### src/rtl/ray_sched_pkg.sv
// Types and constants shared by the column scheduler, the ray setup unit and the DDA stage.
package ray_sched_pkg;

    localparam int SCREEN_WIDTH = 320;
    localparam int HC_WIDTH     = 9;
    localparam int CYC_WIDTH    = 24;

    // Q8.8 fixed point, signed for direction/plane vectors
    typedef logic signed [15:0] q8_8_t;

    typedef enum logic [1:0] {
        IDLE  = 2'd0,
        FLUSH = 2'd1,
        RUN   = 2'd2,
        DONE  = 2'd3
    } sched_state_t;

    typedef struct packed {
        q8_8_t pos_x;
        q8_8_t pos_y;
        q8_8_t dir_x;
        q8_8_t dir_y;
        q8_8_t plane_x;
        q8_8_t plane_y;
    } pose_t;

endpackage

### src/rtl/ray_column_scheduler_pose_latch.sv
// Six-word pose snapshot register; loads on load_i, otherwise holds its value for the whole frame.
module pose_latch
    import ray_sched_pkg::*;
(
    input  logic  clk_i,
    input  logic  rst_i,
    input  logic  load_i,
    input  pose_t pose_i,
    output pose_t pose_o
);

    pose_t pose_q;
    pose_t pose_d;

    always_comb begin
        pose_d = pose_q;
        if (load_i) begin
            pose_d = pose_i;
        end
    end

    always_ff @(posedge clk_i or posedge rst_i) begin
        if (rst_i) begin
            pose_q <= '0;
        end else begin
            pose_q <= pose_d;
        end
    end

    assign pose_o = pose_q;

endmodule

### src/rtl/ray_column_scheduler.sv
// Frame sequencer: snapshots the pose, walks hcount across the screen one accepted ray result at a time,
// discards the stale in-flight result after frame start, and reports done/cycle count/overrun.
module ray_column_scheduler #(
    parameter int SCREEN_WIDTH = 320,
    parameter int HC_WIDTH     = 9,
    parameter int CYC_WIDTH    = 24
) (
    input  logic                 pixel_clk_in,
    input  logic                 rst_in,
    input  logic                 frame_start_in,
    input  logic [15:0]          posX_in,
    input  logic [15:0]          posY_in,
    input  logic [15:0]          dirX_in,
    input  logic [15:0]          dirY_in,
    input  logic [15:0]          planeX_in,
    input  logic [15:0]          planeY_in,
    output logic [15:0]          posX_out,
    output logic [15:0]          posY_out,
    output logic [15:0]          dirX_out,
    output logic [15:0]          dirY_out,
    output logic [15:0]          planeX_out,
    output logic [15:0]          planeY_out,
    output logic [HC_WIDTH-1:0]  hcount_out,
    input  logic                 ray_valid_in,
    output logic                 ray_ready_out,
    output logic                 dda_valid_out,
    input  logic                 dda_ready_in,
    output logic [HC_WIDTH-1:0]  col_tag_out,
    output logic                 frame_busy_out,
    output logic                 frame_done_out,
    output logic [CYC_WIDTH-1:0] frame_cycles_out,
    output logic                 overrun_out
);

    import ray_sched_pkg::*;

    localparam logic [HC_WIDTH-1:0]  LAST_COL = HC_WIDTH'(SCREEN_WIDTH - 1);
    localparam logic [CYC_WIDTH-1:0] CNT_MAX  = '1;
    localparam logic [CYC_WIDTH-1:0] CNT_ONE  = CYC_WIDTH'(1);

    sched_state_t         state_q, state_d;
    logic [HC_WIDTH-1:0]  hcount_q, hcount_d;
    logic [CYC_WIDTH-1:0] cnt_q, cnt_d;
    logic [CYC_WIDTH-1:0] cycles_q, cycles_d;
    logic                 overrun_q, overrun_d;

    logic  pose_load;
    logic  busy;
    logic  xfer;
    logic  ray_ready_c;
    logic  dda_valid_c;
    logic  done_c;
    pose_t pose_in;
    pose_t pose_snap;

    assign pose_in = {posX_in, posY_in, dirX_in, dirY_in, planeX_in, planeY_in};

    pose_latch u_pose_latch (
        .clk_i  (pixel_clk_in),
        .rst_i  (rst_in),
        .load_i (pose_load),
        .pose_i (pose_in),
        .pose_o (pose_snap)
    );

    assign busy = (state_q == FLUSH) || (state_q == RUN);
    assign xfer = (state_q == RUN) && ray_valid_in && dda_ready_in;

    always_comb begin
        state_d     = state_q;
        hcount_d    = hcount_q;
        cnt_d       = cnt_q;
        cycles_d    = cycles_q;
        overrun_d   = overrun_q;
        pose_load   = 1'b0;
        ray_ready_c = 1'b1;
        dda_valid_c = 1'b0;
        done_c      = 1'b0;

        unique case (state_q)
            IDLE: begin
                if (frame_start_in) begin
                    pose_load = 1'b1;
                    hcount_d  = '0;
                    cnt_d     = CNT_ONE;
                    state_d   = FLUSH;
                end
            end
            FLUSH: begin
                // The first result after the snapshot was set up from the old pose; drop it.
                if (ray_valid_in) begin
                    state_d = RUN;
                end
            end
            RUN: begin
                dda_valid_c = ray_valid_in;
                ray_ready_c = dda_ready_in;
                if (xfer) begin
                    if (hcount_q == LAST_COL) begin
                        state_d = DONE;
                    end else begin
                        hcount_d = hcount_q + 1'b1;
                    end
                end
            end
            DONE: begin
                done_c   = 1'b1;
                cycles_d = cnt_q;
                state_d  = IDLE;
                if (frame_start_in) begin
                    pose_load = 1'b1;
                    hcount_d  = '0;
                    cnt_d     = CNT_ONE;
                    state_d   = FLUSH;
                end
            end
            default: begin
                state_d = IDLE;
            end
        endcase

        if (busy) begin
            if (cnt_q != CNT_MAX) begin
                cnt_d = cnt_q + 1'b1;
            end
            if (frame_start_in) begin
                overrun_d = 1'b1;
            end
        end
    end

    always_ff @(posedge pixel_clk_in or posedge rst_in) begin
        if (rst_in) begin
            state_q   <= IDLE;
            hcount_q  <= '0;
            cnt_q     <= '0;
            cycles_q  <= '0;
            overrun_q <= 1'b0;
        end else begin
            state_q   <= state_d;
            hcount_q  <= hcount_d;
            cnt_q     <= cnt_d;
            cycles_q  <= cycles_d;
            overrun_q <= overrun_d;
        end
    end

    // Ready is combinational from state, so it must be forced low while reset is held.
    assign ray_ready_out    = ray_ready_c && !rst_in;
    assign dda_valid_out    = dda_valid_c;
    assign hcount_out       = hcount_q;
    assign col_tag_out      = hcount_q;
    assign frame_busy_out   = busy;
    assign frame_done_out   = done_c;
    assign frame_cycles_out = cycles_q;
    assign overrun_out      = overrun_q;

    assign posX_out   = pose_snap.pos_x;
    assign posY_out   = pose_snap.pos_y;
    assign dirX_out   = pose_snap.dir_x;
    assign dirY_out   = pose_snap.dir_y;
    assign planeX_out = pose_snap.plane_x;
    assign planeY_out = pose_snap.plane_y;

endmodule
### config.mk
export PLATFORM = sky130hd
export DESIGN_NAME = ray_column_scheduler
export DESIGN_NICKNAME = d
export VERILOG_FILES = /design/src/rtl/ray_sched_pkg.sv /design/src/rtl/ray_column_scheduler_pose_latch.sv /design/src/rtl/ray_column_scheduler.sv
export SDC_FILE = /design/constraint.sdc
export NUM_CORES = 1
export LEC_CHECK = 0
export CAP_MARGIN = 20
export CORE_UTILIZATION = 56
export CTS_CLUSTER_DIAMETER = 60
export DETAILED_ROUTE_END_ITERATION = 12
export DONT_BUFFER_PORTS = 1
export GPL_TIMING_DRIVEN = 0
export PLACE_DENSITY = 0.77
export SETUP_SLACK_MARGIN = 0.02
export SLEW_MARGIN = 0
export SYNTH_ARGS = -nofsm -noshare
export SYNTH_HDL_FRONTEND = slang
export SYNTH_SLANG_ARGS = --single-unit
### constraint.sdc
create_clock -name pixel_clk_in -period 13.53 [get_ports pixel_clk_in]
set_input_delay 3.3825 -clock pixel_clk_in [delete_from_list [all_inputs] [get_ports pixel_clk_in]]
set_output_delay 3.3825 -clock pixel_clk_in [all_outputs]
set_load 0.05 [all_outputs]
==> impl_metrics.yaml <==
critical_path:
  r2r_start: "state_q[0]"
  reg2reg_depth: 7
  end_kind: "primary output"
  cp.required_ns: 10.15
  worstPathArrival_ns: 4.79
  path_max_fanout: 96
  regToRegSetupSlack_ns: 10.57
  startpoint_type: "input pin"
  critPathLaunch: "rst_in"
  path_class: "input pin to primary output"
  r2r_end: "cnt_q[10]"
placement:
  hpwl_um: 11310
  io_buffers: 0
  post_dp_cell_area_um2: 6875
  gp_congestion: 0.8623
floorplan:
  start_util_pct: 57.87
  rows: 39
  die_w_um: 111.1
  fp.coreArea_um2: 11520
  ioPinCount: 244
  fp.dieH_um: 111.1
  fp.dieArea_um2: 12340
synth:
  syn_nets: 810
  synth_area_um2: 6664
  synth.avg_cell_area_um2: 9.493
  synthArstFlopShare_pct: 100.0
  synth_top_area_share_pct: 58.58
  synth-main-ff-cell: "dfrtp_1"
  synth-edff-count: 0
  yosysMostFrequentCell: "nand2_1"
  yosysTopAreaCell: "dfrtp_1"
  ys_ff_latch: 156
  syn_inst: 702
  synthTopCellsByArea: "dfrtp_1, nand2_1, mux2_2, clkbuf_1, mux2i_1"
  yosys_warnings: 0
  yosysSeqAreaShare_pct: 58.58
  ys_types: 48
  synth.top_cells.by_count: "nand2_1, dfrtp_1, clkbuf_1"
cts:
  cts_resized: 0
  cts_buffers: 17
  htreeDepth: 4
  cts_sinks: 156
  cts_setup_buffers: 0
  clkLatencyLatePin_ns: 0.42
  clk_pin_slew_ns: 0.06
  cts_hold_buf: 0
  tritoncts: "done"
  cts_buffer_depth: 2
  root_buffer: "clkbuf_16"
min_path:
  holdPathEnd: "cnt_q[15]"
  hold_start: "cnt_q[15]"
  hold_depth: 1
  hold_class: "flop to flop"
timing:
  max-slew-margin-rel_pct: 52.24
  worstMarginPinSlew_ns: 0.7164
  clock_skew_ns: 0.008054
  setup_tns_ns: 0
  period_share_pct: 60.37
  rsz0062_at_grt: "false"
  hold_viol: 0
  final_max_slew_viol_count: 0
  setup_viol: 0
  period_minus_slack_ns: 8.168
  timing.fmax_mhz: 122.4
final_layout:
  final_area_um2: 7510
  antenna_cells: 0
  seq_area_um2: 3904
  multi_input_area_um2: 2546
  nets: 830
  drive_gt1_share_pct: 9.660
  area_delta_synth_final_pct: 12.69
  fillers: 924
grt:
  grt_pass1_vias: 5034
  grt_start_max_net_pins: 97
  grt_use_total_pct: 26.74
  antenna_found_initial: 0
  grt_pass1_wl_um: 25430
  overflow: 0
power_and_ir_drop:
  p_per_area_nw_per_um2: 311.8
  ir_drop_mv: 0.1891
  leakage_nw: 3.798
drt:
  ant_nets: 0
  drt_wl_total_um: 15800
  wire_per_inst_um: 17.99
  via_count: 5025
  drt-pass1-iter-count: 9
  drcViolationCount: 26
  drtIter0Drc: 430
  vias_per_cell: 5.723
flow_run:
  maxCapViolCount: 0
outcome:
  status: "finished with violations"
  violations: "DRC"
-- per-stage QoR --
| stage | hold slack [ns] | power (mW) | utilization, % | setup slack (ns) | cells |
|---|---|---|---|---|---|
| detailed placement | 0.4845 | 1.844 | 59.70 | 5.331 | 846 |
| finish | 0.4933 | 2.342 | 65.21 | 5.362 | 878 |
| global placement | 0.4822 | 1.806 | 59.42 | 1.880 | 845 |
| CTS | 0.4923 | 2.353 | 65.21 | 5.326 | 878 |
| floorplan | 0.4538 | 1.672 | - | 2.876 | 702 |
| global route | 0.5251 | 2.461 | 65.21 | 5.206 | 878 |
-- logic make-up (layout without fill, tap and decap cells) --
group,after synthesis,count (layout),synth area share [%]
buffers and inverters,48,81,3.211
AOI/OAI and AO/OA,63,63,6.440
xor gates and xnor gates,1,1,0.1315
and+or+nand+nor,393,393,24.77
adders and majority gates,7,7,1.314
DFF,156,156,58.58
muxes,34,34,5.558
-- flip-flops by register name, summed over array words and instances (netlist names) --
name / flops
frame_cycles_out: 24
col_tag_out: 9
overrun_out: 1
state_q: 2
cnt_q: 24
u_pose_latch.pose_o: 96
-- where the power goes --
part | internal, mW | switching [mW] | leakage, nW
registers | 0.622 | 0.662 | 2.00
clock network | 0.323 | 0.184 | 0.309
logic | 0.171 | 0.380 | 1.49
-- metal layers --
| metal | global-route usage (%) | up-vias | share of wire [%] |
|---|---|---|---|
| met5 | 0 | - | 0 |
| met4 | 10.00 | 0 | 1.9 |
| met3 | 7.928 | 28 | 9.1 |
| met2 | 44.49 | 247 | 49 |
| met1 | 33.10 | 2407 | 40 |
| li1 | - | 2343 | - |
-- critical path, cell delays in order --
cell and delay [ns]:
inv_6 0.39, buf_16 0.44, o21a_1 0.50
-- cells in the final DEF, fill, tap and decap left out, types with 2 or more instances in the layout --
cell	Yosys	layout
bufinv_16	0	4
ha_1	7	7
o31ai_1	4	4
nor2_1	8	8
o21a_1	2	2
and3_1	8	8
clkbuf_8	0	3
clkbuf_16	0	17
mux2i_1	10	10
dfrtp_1	156	156
clkinvlp_4	0	2
clkinv_2	0	4
nand4_1	6	6
inv_6	0	2
and2_1	4	4
nand3_1	9	9
o21ai_0	11	11
a21oi_1	12	12
nor2b_1	3	3
or4_1	2	2
buf_4	9	9
buf_1	2	2
a211oi_1	2	2
inv_1	8	7
nor3_1	8	8
o31a_1	3	3
and4_1	3	3
nand2_1	324	324
clkbuf_1	29	30
o211ai_1	4	4
a41oi_1	2	2
o21ai_1	2	2
nand2b_1	6	6
nor4_1	6	6
mux2_2	24	24
a31oi_1	10	10
-- layout make-up --
type	instances	area share, %
flip-flops and latches	156	51.98
multi-input cells	498	33.91
clock buffers	21	6.265
plain buffers	40	2.449
well taps	143	2.383
clock inverters	11	2.183
inverters	8	0.4665
repair buffers	1	0.3665
-- worst max path at each step --
stage                                to  slack (ns)  cells after the start
after CTS                 ray_ready_out        5.33                      3
after global placement    ray_ready_out        1.88                      2
after global routing      ray_ready_out        5.21                      3
after detailed placement  ray_ready_out        5.33                      3
after floorplan           ray_ready_out        2.88                      2
final                     ray_ready_out        5.36                      3
Note: power is estimated with default switching activity, not from simulation.
